`src/rtl/pwm_spi_pkg.sv`:
```
// Shared types and constants for the SPI command decoder of the PWM block.
package pwm_spi_pkg;

    localparam int unsigned ADDR_W        = 6;
    localparam int unsigned DATA_W        = 8;

    localparam int unsigned CMD_RW_BIT    = 7;
    localparam int unsigned CMD_BURST_BIT = 6;
    localparam int unsigned CMD_ADDR_MSB  = 5;

    typedef enum logic [2:0] {
        IDLE     = 3'd0,
        CMD_RD   = 3'd1,
        RD_FETCH = 3'd2,
        RD_WAIT  = 3'd3,
        WR_WAIT  = 3'd4,
        WR_PULSE = 3'd5
    } state_t;

endpackage

```
`src/rtl/sync_ff.sv`:
```
// Multi-flop synchroniser for a single asynchronous control bit.
module sync_ff #(
    parameter int unsigned STAGES    = 2,
    parameter logic        RESET_VAL = 1'b1
) (
    input  logic clk,
    input  logic rst,
    input  logic d,
    output logic q
);

    logic [STAGES-1:0] chain;

    // Shift the asynchronous input through the flop chain
    always_ff @(posedge clk or posedge rst) begin
        if (rst) begin
            chain <= {STAGES{RESET_VAL}};
        end else begin
            chain <= {chain[STAGES-2:0], d};
        end
    end

    assign q = chain[STAGES-1];

endmodule

```
`src/rtl/spi_instr_decoder.sv`:
```
// Turns the SPI bridge byte stream into single-cycle register-bank
// read/write strobes and loads read data into the bridge transmit byte.
module spi_instr_decoder
    import pwm_spi_pkg::*;
#(
    parameter int unsigned SYNC_STAGES = 2,
    parameter bit          BURST_EN    = 1'b1
) (
    input  logic              clk,
    input  logic              rst,
    input  logic              cs_n,
    input  logic              byte_sync,
    input  logic [DATA_W-1:0] data_in,
    output logic [DATA_W-1:0] data_out,
    output logic              read,
    output logic              write,
    output logic [ADDR_W-1:0] addr,
    input  logic [DATA_W-1:0] data_read,
    output logic [DATA_W-1:0] data_write
);

    state_t            state;
    state_t            state_next;

    logic              cs_sync;
    logic              cs_prev;
    logic              cs_end;

    logic              burst;
    logic              burst_d;
    logic [ADDR_W-1:0] addr_d;
    logic [DATA_W-1:0] data_out_d;
    logic [DATA_W-1:0] data_write_d;
    logic              read_d;
    logic              write_d;

    sync_ff #(
        .STAGES    (SYNC_STAGES),
        .RESET_VAL (1'b1)
    ) u_cs_sync (
        .clk (clk),
        .rst (rst),
        .d   (cs_n),
        .q   (cs_sync)
    );

    // Delay the synchronised chip select by one cycle for edge detection
    always_ff @(posedge clk or posedge rst) begin
        if (rst) begin
            cs_prev <= 1'b1;
        end else begin
            cs_prev <= cs_sync;
        end
    end

    assign cs_end = cs_sync & ~cs_prev;

    // State register
    always_ff @(posedge clk or posedge rst) begin
        if (rst) begin
            state <= IDLE;
        end else begin
            state <= state_next;
        end
    end

    // Next-state logic; end of frame overrides every transition
    always_comb begin
        state_next = state;
        if (cs_end) begin
            state_next = IDLE;
        end else begin
            unique case (state)
                IDLE: begin
                    if (byte_sync) begin
                        state_next = data_in[CMD_RW_BIT] ? WR_WAIT : CMD_RD;
                    end
                end
                CMD_RD:   state_next = RD_FETCH;
                RD_FETCH: state_next = RD_WAIT;
                RD_WAIT: begin
                    if (byte_sync) begin
                        state_next = burst ? CMD_RD : IDLE;
                    end
                end
                WR_WAIT: begin
                    if (byte_sync) begin
                        state_next = WR_PULSE;
                    end
                end
                WR_PULSE: state_next = burst ? WR_WAIT : IDLE;
                default:  state_next = IDLE;
            endcase
        end
    end

    // Output/datapath next values. Strobes are registered from the next
    // state, so an abort (next state forced to IDLE) suppresses a pending
    // strobe while one already on the bus still completes its cycle.
    always_comb begin
        burst_d      = burst;
        addr_d       = addr;
        data_out_d   = data_out;
        data_write_d = data_write;
        read_d       = (state_next == CMD_RD);
        write_d      = (state_next == WR_PULSE);
        if (cs_end) begin
            burst_d    = 1'b0;
            data_out_d = '0;
        end else begin
            unique case (state)
                IDLE: begin
                    if (byte_sync) begin
                        addr_d  = data_in[CMD_ADDR_MSB:0];
                        burst_d = data_in[CMD_BURST_BIT] & BURST_EN;
                    end
                end
                RD_FETCH: data_out_d = data_read;
                RD_WAIT: begin
                    if (byte_sync && burst) begin
                        addr_d = addr + ADDR_W'(1);
                    end
                end
                WR_WAIT: begin
                    if (byte_sync) begin
                        data_write_d = data_in;
                    end
                end
                WR_PULSE: begin
                    if (burst) begin
                        addr_d = addr + ADDR_W'(1);
                    end
                end
                default: ;
            endcase
        end
    end

    // Output and datapath registers
    always_ff @(posedge clk or posedge rst) begin
        if (rst) begin
            burst      <= 1'b0;
            addr       <= '0;
            data_out   <= '0;
            data_write <= '0;
            read       <= 1'b0;
            write      <= 1'b0;
        end else begin
            burst      <= burst_d;
            addr       <= addr_d;
            data_out   <= data_out_d;
            data_write <= data_write_d;
            read       <= read_d;
            write      <= write_d;
        end
    end

endmodule
```
`config.mk`:
```
export PLATFORM = sky130hd
export DESIGN_NAME = spi_instr_decoder
export DESIGN_NICKNAME = d
export VERILOG_FILES = /design/src/rtl/pwm_spi_pkg.sv /design/src/rtl/sync_ff.sv /design/src/rtl/spi_instr_decoder.sv
export SDC_FILE = /design/constraint.sdc
export NUM_CORES = 1
export LEC_CHECK = 0
export ABC_CLOCK_PERIOD_IN_PS = 4400
export CAP_MARGIN = 20
export CORE_MARGIN = 2
export CORE_UTILIZATION = 45
export CTS_BUF_LIST = sky130_fd_sc_hd__clkbuf_8
export CTS_CLUSTER_SIZE = 16
export DETAILED_ROUTE_END_ITERATION = 6
export PLACE_DENSITY = 0.77
export SYNTH_ARGS = -nofsm -noshare
export SYNTH_HDL_FRONTEND = slang
export SYNTH_SLANG_ARGS = --single-unit
```
`constraint.sdc`:
```
create_clock -name clk -period 4.4 [get_ports clk]
set_input_delay 0.88 -clock clk [delete_from_list [all_inputs] [get_ports clk]]
set_output_delay 0.88 -clock clk [all_outputs]
set_load 0.05 [all_outputs]
```
* Word-level counts from Yosys, hierarchy flattened
Cells that the tools add are included. W data, S select, Z words.
Operators by class: add/subtract/negate cells 1, eq/ne operators 10, multiplexer cells 17, bitwise operators 3, reduce and logical (&&, ||, !) cells 9
Operators with widths (count):
- $mux W3 | 6
- $mux W6 | 3
- $pmux W3 S6 | 1
- $pmux W6 S3 | 1
- $mux W8 | 2
- $eq A3 B3 Y1 const B | 3
- $add A6 B1 Y6 const B | 1
- $eq A3 B1 Y1 const B | 2
- $eq A3 B2 Y1 const B | 2
- $ne A2 B2 Y1 const B | 3
- $reduce_bool A2 Y1 | 3
- $reduce_and A5 Y1 | 1
- $mux W1 | 4
- $logic_not A3 Y1 | 1
- $reduce_and A3 Y1 | 1
- $reduce_bool A3 Y1 | 1
- $not A1 Y1 | 2
- $reduce_and A2 Y1 | 1
- $and A1 B1 Y1 | 1
- $logic_and A1 B1 Y1 | 1
Word-level totals: register bits 31, input bits 20, output and inout port bits 24, logic and storage cells 49

* Depth between registers and ports, before layout
Gate-level depths: netlist (run 1).
depth after elaboration 5, gate-level depth with buffers 6, gate-level depth less buffers 5

* By module
From an unflattened synthesis (run 1), not the netlist that was laid out.
Second synthesis, totals: cell total of the unflattened synthesis 125, area, all modules 1463.9 um2
By module, submodules not included:
- spi_instr_decoder | instances 1, cells each 122, area each 1407.6 um2, seq. area each 726.9 um2
- sync_ff | instances 1, cells each 3, area each 56.3 um2, seq. area each 52.6 um2

* Worst setup path before layout (run 1)
OpenSTA, ideal clock, no wires.
kind input -> register, start point input port byte_sync, end point register addr[5], library setup time 0.132 ns, data arrival time 1.816 ns, required time 4.268 ns, slack 2.452 ns, stages 5, buffers on the path 1, path through or4b_4 o211ai_4 and2_4 buf_6 a22oi_1
On the way: longest elaborated chain between the ends 3, elaborated cells on any way between the ends 4, classes of those cells eq/ne (2); reduce/logical (2)
Ends and longest elaborated chain:
- start, declared | line spi_instr_decoder.sv:12 | input logic byte_sync,
- $logic_and A1 B1 Y1 | line spi_instr_decoder.sv:120 | if (byte_sync && burst) begin
- $ne A2 B2 Y1 (no source line)
- $reduce_and A5 Y1 (no source line) (*)
- end signal, assigned | line spi_instr_decoder.sv:150 | addr <= addr_d;
- end, declared | line spi_instr_decoder.sv:17 | output logic [ADDR_W-1:0] addr,
Mark *: on every way between the ends. The rest lies on a longest branch, timed or not. A chain may end at the register's enable or synchronous reset.

* Final worst setup path (run 1)
start point register addr[2], end point output port addr[2]
No word-level cell between the ends.

==> impl_metrics.env, run 1 <==
export IMPL_finalPower_uw=1670
export IMPL_status="complete, no violations"
export IMPL_wl_met2_um=1660
export IMPL_fin_skew_ps=7.68
export IMPL_hpwl_um=2460
export IMPL_slew_violations=0
export IMPL_grt_overflow_total=0
export IMPL_r2r_start="state[2]"
export IMPL_synth_area_um2=1470
export IMPL_fillers=252
export IMPL_grt_pass1_vias=1098
export IMPL_post_synth_top_count_cell="dfrtp_1"
export IMPL_cp_max_fo=6
export IMPL_synth_edf_count=0
export IMPL_yosys_top_cells_area="dfrtp_1 (48%), mux2i_1 (8.2%), mux2_2 (6.1%)"
export IMPL_antenna_left=0
export IMPL_clock_latency_ps=290
export IMPL_die_h_um=61.1
export IMPL_min_path_cells=0
export IMPL_p_per_area_nw_per_um2=818
export IMPL_worstReg2RegEnd="addr[0]"
export IMPL_finalCritPeriodShare=0.563
export IMPL_cts_sinks=31
export IMPL_routedWlPerCell_um=15.3
export IMPL_rsz0062_at_grt="no"
export IMPL_vias_per_cell=5.34
export IMPL_grt_max_degree=21
export IMPL_syn_inst=128
export IMPL_antenna_found_initial=0
export IMPL_drt_pass1_iterations=4
export IMPL_totalWireLength_um=3340
export IMPL_vdd_ir_drop_max_mv=0.399
export IMPL_dp_cells=210
export IMPL_clkTransAtPathRegs_ps=70
export IMPL_crit_path_start_kind="flop"
export IMPL_syn_area_per_cell_um2=11.5
export IMPL_placementRows=20
export IMPL_worstSetupStartpoint="addr[2]"
export IMPL_io_pins=44
export IMPL_initial_utilization=0.477
export IMPL_critPathArrivalTime_ps=1600
export IMPL_stdcell_count=218
export IMPL_synth_distinct_cells=36
export IMPL_n_antenna_cell=0
export IMPL_max_slew_margin=0.399
export IMPL_worst_path_max_delay_cell="clkdlybuf4s50_1"
export IMPL_critPathBufInv=1
export IMPL_initialDrtViolationCount=50
export IMPL_crit_family="buffers and inverters"
export IMPL_endpoint_kind="output pin"
export IMPL_holdBufCountCts=0
export IMPL_stdcell_area_um2=2040
export IMPL_synth_seq_area_share=0.531
export IMPL_worstMarginPinSlew_ps=900
export IMPL_critical_path_max_stage_delay_ps=850
export IMPL_path_cells="clkdlybuf4s50_1"
export IMPL_synthTopCellsByCount="dfrtp_1 (28), nor2_1 (13), mux2i_1 (12)"
export IMPL_max_cap_viol_count=0
export IMPL_grt_usage=0.205
export IMPL_synthArstFlopShare=1.00
export IMPL_die_x_um=61.1
export IMPL_cts_tree="yes"
export IMPL_met3_length_um=191
export IMPL_grt_pass1_wl_um=5400
export IMPL_worstSetupEndpoint="addr[2]"
export IMPL_timing_fmax_ghz=0.404
export IMPL_synth_top_area_share=0.477
export IMPL_finalSetupTns_ps=0
export IMPL_reg2reg_depth=4
export IMPL_r2r_slack_ps=2530
export IMPL_p_leak_uw=0.000912
export IMPL_drive_gt1_frac=0.144
export IMPL_core_area_um2=3080
export IMPL_synth_nets=149
export IMPL_critPathKind="reg -> out"
export IMPL_ys_flop_type="dfrtp_1"
export IMPL_critical_path_depth=1
export IMPL_io_buffers=43
export IMPL_ys_seq_elements=31
export IMPL_setup_viol_count_final=0
export IMPL_cts_path_max_buffers=2
export IMPL_postCtsSetupBuffers=0
export IMPL_nets=194
export IMPL_hold_viol=0
export IMPL_place_congestion=0.850
export IMPL_die_area_um2=3740
export IMPL_wl_met1_um=1430
export IMPL_place_area_um2=1940
export IMPL_area_growth_pct=39.2
export IMPL_min_period_ps=2480
export IMPL_cts_made_buffers=5
export IMPL_drc_errors=0
export IMPL_yosys_warnings=0
export IMPL_cts_resized=0
export IMPL_yosys_area_top_type="dfrtp_1"
export IMPL_clockRootBuffer="clkbuf_8"
export IMPL_hold_class="reg -> reg"
export IMPL_crit_required_ps=3520
export IMPL_cts_htree_levels=2
export IMPL_vias=1164
export IMPL_highest_layer="met4"
==> flip-flops by register name (all words and copies together), names as in the netlist <==
register         flops
burst                1
read                 1
u_cs_sync.chain      2
write                1
data_out             8
data_write           8
addr                 6
cs_prev              1
state                3
==> worst register-to-register path: cells and delay by family (launching register included) <==
family          cells  cell delay, ps
simple gates        2             580
xor+xnor            1             330
flops               1             600
compound gates      1             260
==> layer usage <==
metal | GRT usage | vias to the layer above
li1 | - | 552
met1 | 0.272 | 565
met2 | 0.305 | 39
met3 | 0.0609 | 8
met4 | 0.102 | 0
met5 | 0 | -
==> final cells by class <==
cell class | instances | area, um2 | area share
multi-input cells | 84 | 622 | 0.304
flip-flops and latches | 31 | 779 | 0.381
repair buffers | 45 | 465 | 0.228
clock inverters | 1 | 3.75 | 0.00184
inverters | 6 | 22.5 | 0.0110
well taps | 44 | 55.1 | 0.0269
clock buffers | 7 | 96.3 | 0.0471
==> logic make-up after synthesis <==
family,Yosys count,synth area share
DFF,31,0.531
and+or+nand+nor,37,0.138
adders and majority gates,1,0.00852
xor gates and xnor gates,1,0.0111
muxes,20,0.143
buffers and inverters,13,0.0460
AOI/OAI and AO/OA,25,0.123
==> stage by stage <==
step                       util  hold WS, ps  setup WS, ps
final                     0.664          355          1920
after floorplan               -          345          2450
after global placement    0.623          345          1810
after global routing      0.664          358          1900
after detailed placement  0.632          348          1770
after CTS                 0.664          357          1940
==> where the power goes <==
group / switching [uW] / total [uW] / internal, uW / leakage (uW)
Combinational: 573 / 910 / 337 / 0.000474
Sequential: 117 / 519 / 402 / 0.000382
Clock: 103 / 243 / 140 / 0.0000557
==> worst min path at each step <==
stage / slack [ps] / startpoint / end
4_1_cts: 360 / u_cs_sync.chain[0] / u_cs_sync.chain[1]
5_1_grt: 360 / u_cs_sync.chain[0] / u_cs_sync.chain[1]
3_3_place_gp: 350 / u_cs_sync.chain[0] / u_cs_sync.chain[1]
6_report: 350 / u_cs_sync.chain[0] / u_cs_sync.chain[1]
3_5_place_dp: 350 / u_cs_sync.chain[0] / u_cs_sync.chain[1]
2_1_floorplan: 350 / u_cs_sync.chain[0] / u_cs_sync.chain[1]
==> cell usage in the layout, fill, tap and decap left out, drive strengths merged, types with 2 or more instances in the layout <==
| master | Yosys | layout |
|---|---|---|
| mux2 | 8 | 8 |
| a21oi | 8 | 8 |
| nand3b | 2 | 2 |
| a31oi | 3 | 3 |
| clkdlybuf4s50 | 0 | 43 |
| inv | 6 | 7 |
| a41o | 2 | 2 |
| nor2 | 13 | 13 |
| o21ai | 2 | 2 |
| nand2 | 6 | 6 |
| o211ai | 3 | 3 |
| clkbuf | 2 | 7 |
| mux2i | 12 | 12 |
| nor2b | 2 | 2 |
| and3 | 2 | 2 |
| buf | 5 | 2 |
| nand3 | 2 | 2 |
| dfrtp | 28 | 28 |
| a22oi | 2 | 2 |
| dfstp | 3 | 3 |
| nand4 | 2 | 2 |
| nand2b | 2 | 2 |
Note: power is estimated with default switching activity, not from simulation.
==> run 2, diff against run 1 <==
--- a/config.mk
+++ b/config.mk
@@ -5,7 +5,7 @@
 export SDC_FILE = /design/constraint.sdc
 export NUM_CORES = 1
 export LEC_CHECK = 0
-export ABC_CLOCK_PERIOD_IN_PS = 4400
+export ABC_CLOCK_PERIOD_IN_PS = 2600
 export CAP_MARGIN = 20
 export CORE_MARGIN = 2
 export CORE_UTILIZATION = 45
==> constraint.sdc (replaced) <==
create_clock -name clk -period 2.6 [get_ports clk]
set_input_delay 0.52 -clock clk [delete_from_list [all_inputs] [get_ports clk]]
set_output_delay 0.52 -clock clk [all_outputs]
set_load 0.05 [all_outputs]
==> run 2 against run 1 <==
Effect of this change:
- critical path depth unchanged
- clock skew decreased by 1.2 ps
- clock power increased by 67%
- worst setup slack got worse by 1400 ps
- flip-flop and latch count unchanged
- non-clock buffer count increased by 1
- first-iteration DRC count increased by 14%
- total power increased by 69%
- highest routed layer unchanged
- hold slack about the same
- final cell count increased by 0.46%
==> impl_metrics.env, run 2 (synthesis results as in run 1) <==
export IMPL_routedWlPerCell_um=14.7
export IMPL_drc_errors=0
export IMPL_crit_required_ps=2080
export IMPL_nets=195
export IMPL_p_per_area_nw_per_um2=1390
export IMPL_final_common_cell="clkdlybuf4s50_1"
export IMPL_n_antenna_cell=0
export IMPL_final_setup_worst_slack_ps=522
export IMPL_setup_viol_count_final=0
export IMPL_placementRows=20
export IMPL_die_h_um=61.1
export IMPL_totalWireLength_um=3230
export IMPL_critical_path_max_stage_delay_ps=840
export IMPL_grt_pass1_wl_um=5220
export IMPL_cts_tree="yes"
export IMPL_r2r_slack_ps=720
export IMPL_stdcell_count=219
export IMPL_critPathKind="reg -> out"
export IMPL_hold_viol=0
export IMPL_postCtsSetupBuffers=0
export IMPL_place_congestion=0.852
export IMPL_cp_max_fo=6
export IMPL_largestRegisters="data_out x8, data_write x8, addr x6"
export IMPL_finalSetupTns_ps=0
export IMPL_clockRootBuffer="clkbuf_8"
export IMPL_worstMarginPinSlew_ps=515
export IMPL_final_cell_mix="clkdlybuf4s50_1 (43), dfrtp_1 (28), nor2_1 (13), mux2i_1 (12)"
export IMPL_worst_path_max_delay_cell="clkdlybuf4s50_1"
export IMPL_vias_per_cell=5.32
export IMPL_io_buffers=43
export IMPL_finalCritPeriodShare=0.799
export IMPL_min_period_ps=2080
export IMPL_antenna_left=0
export IMPL_post_place_ws_ps=346
export IMPL_wl_met1_um=1400
export IMPL_drive_gt1_frac=0.149
export IMPL_die_x_um=61.1
export IMPL_max_cap_viol_count=0
export IMPL_max_slew_margin=0.656
export IMPL_highest_layer="met4"
export IMPL_path_cells="clkdlybuf4s50_1"
export IMPL_critPathBufInv=1
export IMPL_hold_class="reg -> reg"
export IMPL_critPathArrivalTime_ps=1560
export IMPL_critical_path_depth=1
export IMPL_io_pins=44
export IMPL_cts_sinks=31
export IMPL_p_leak_uw=0.000909
export IMPL_grt_max_degree=32
export IMPL_slew_violations=0
export IMPL_hpwl_um=2340
export IMPL_met3_length_um=213
export IMPL_min_path_cells=0
export IMPL_vias=1165
export IMPL_cts_made_buffers=5
export IMPL_vdd_ir_drop_max_mv=0.796
export IMPL_initial_utilization=0.477
export IMPL_holdBufCountCts=0
export IMPL_rsz0062_at_grt="no"
export IMPL_initialDrtViolationCount=57
export IMPL_clkTransAtPathRegs_ps=70
export IMPL_cts_resized=0
export IMPL_dp_cells=211
export IMPL_core_area_um2=3080
export IMPL_antenna_found_initial=0
export IMPL_crit_family="buffers and inverters"
export IMPL_cts_path_max_buffers=2
export IMPL_area_growth_pct=38.3
export IMPL_crit_path_start_kind="flop"
export IMPL_clock_latency_ps=280
export IMPL_wl_met2_um=1580
export IMPL_finalPower_uw=2820
export IMPL_die_area_um2=3740
export IMPL_drt_pass1_iterations=4
export IMPL_status="complete, no violations"
export IMPL_grt_pass1_vias=1098
export IMPL_reg2reg_depth=4
export IMPL_timing_fmax_ghz=0.481
export IMPL_grt_usage=0.195
export IMPL_cts_htree_levels=2
export IMPL_endpoint_kind="output pin"
export IMPL_fin_skew_ps=6.44
export IMPL_grt_overflow_total=0
==> run 2: through the flow <==
| stage | instance area [um2] | utilization | hold slack [ps] |
|---|---|---|---|
| 2_1_floorplan | 1470 | - | 345 |
| 3_3_place_gp | 1930 | 0.628 | 346 |
| 3_5_place_dp | 1930 | 0.628 | 347 |
| 4_1_cts | 2030 | 0.660 | 356 |
| 5_1_grt | 2030 | 0.660 | 359 |
| 6_report | 2030 | 0.660 | 355 |
==> run 2: cell type report <==
class,count,area [um2]
multi-input cells,84,622
repair buffers,46,453
flip-flops and latches,31,779
clock buffers,7,96.3
well taps,44,55.1
inverters,6,22.5
clock inverters,1,3.75
fillers,237,1050
==> run 2: path summary, 6_finish.rpt <==
| kind | from | end |
|---|---|---|
| worst max register to register | state[2] | addr[0] |
| worst max-delay path | addr[2] | addr[2] |
| worst min-delay path | u_cs_sync.chain[0] | u_cs_sync.chain[1] |
| max in group asynchronous | rst | cs_prev |
| worst min register to register | u_cs_sync.chain[0] | u_cs_sync.chain[1] |
| min in group asynchronous | rst | addr[4] |
==> run 2: per-layer routing <==
| metal | GRT usage | vias to the layer above |
|---|---|---|
| met5 | 0 | - |
| li1 | - | 552 |
| met2 | 0.284 | 40 |
| met3 | 0.0819 | 5 |
| met4 | 0.0870 | 0 |
| met1 | 0.255 | 568 |
==> run 2: where the power goes <==
group          internal, uW  switching (uW)  leakage, uW  total (uW)
clock                   237             169    0.0000557         406
sequential              680             193     0.000382         873
combinational           576             968     0.000472        1540
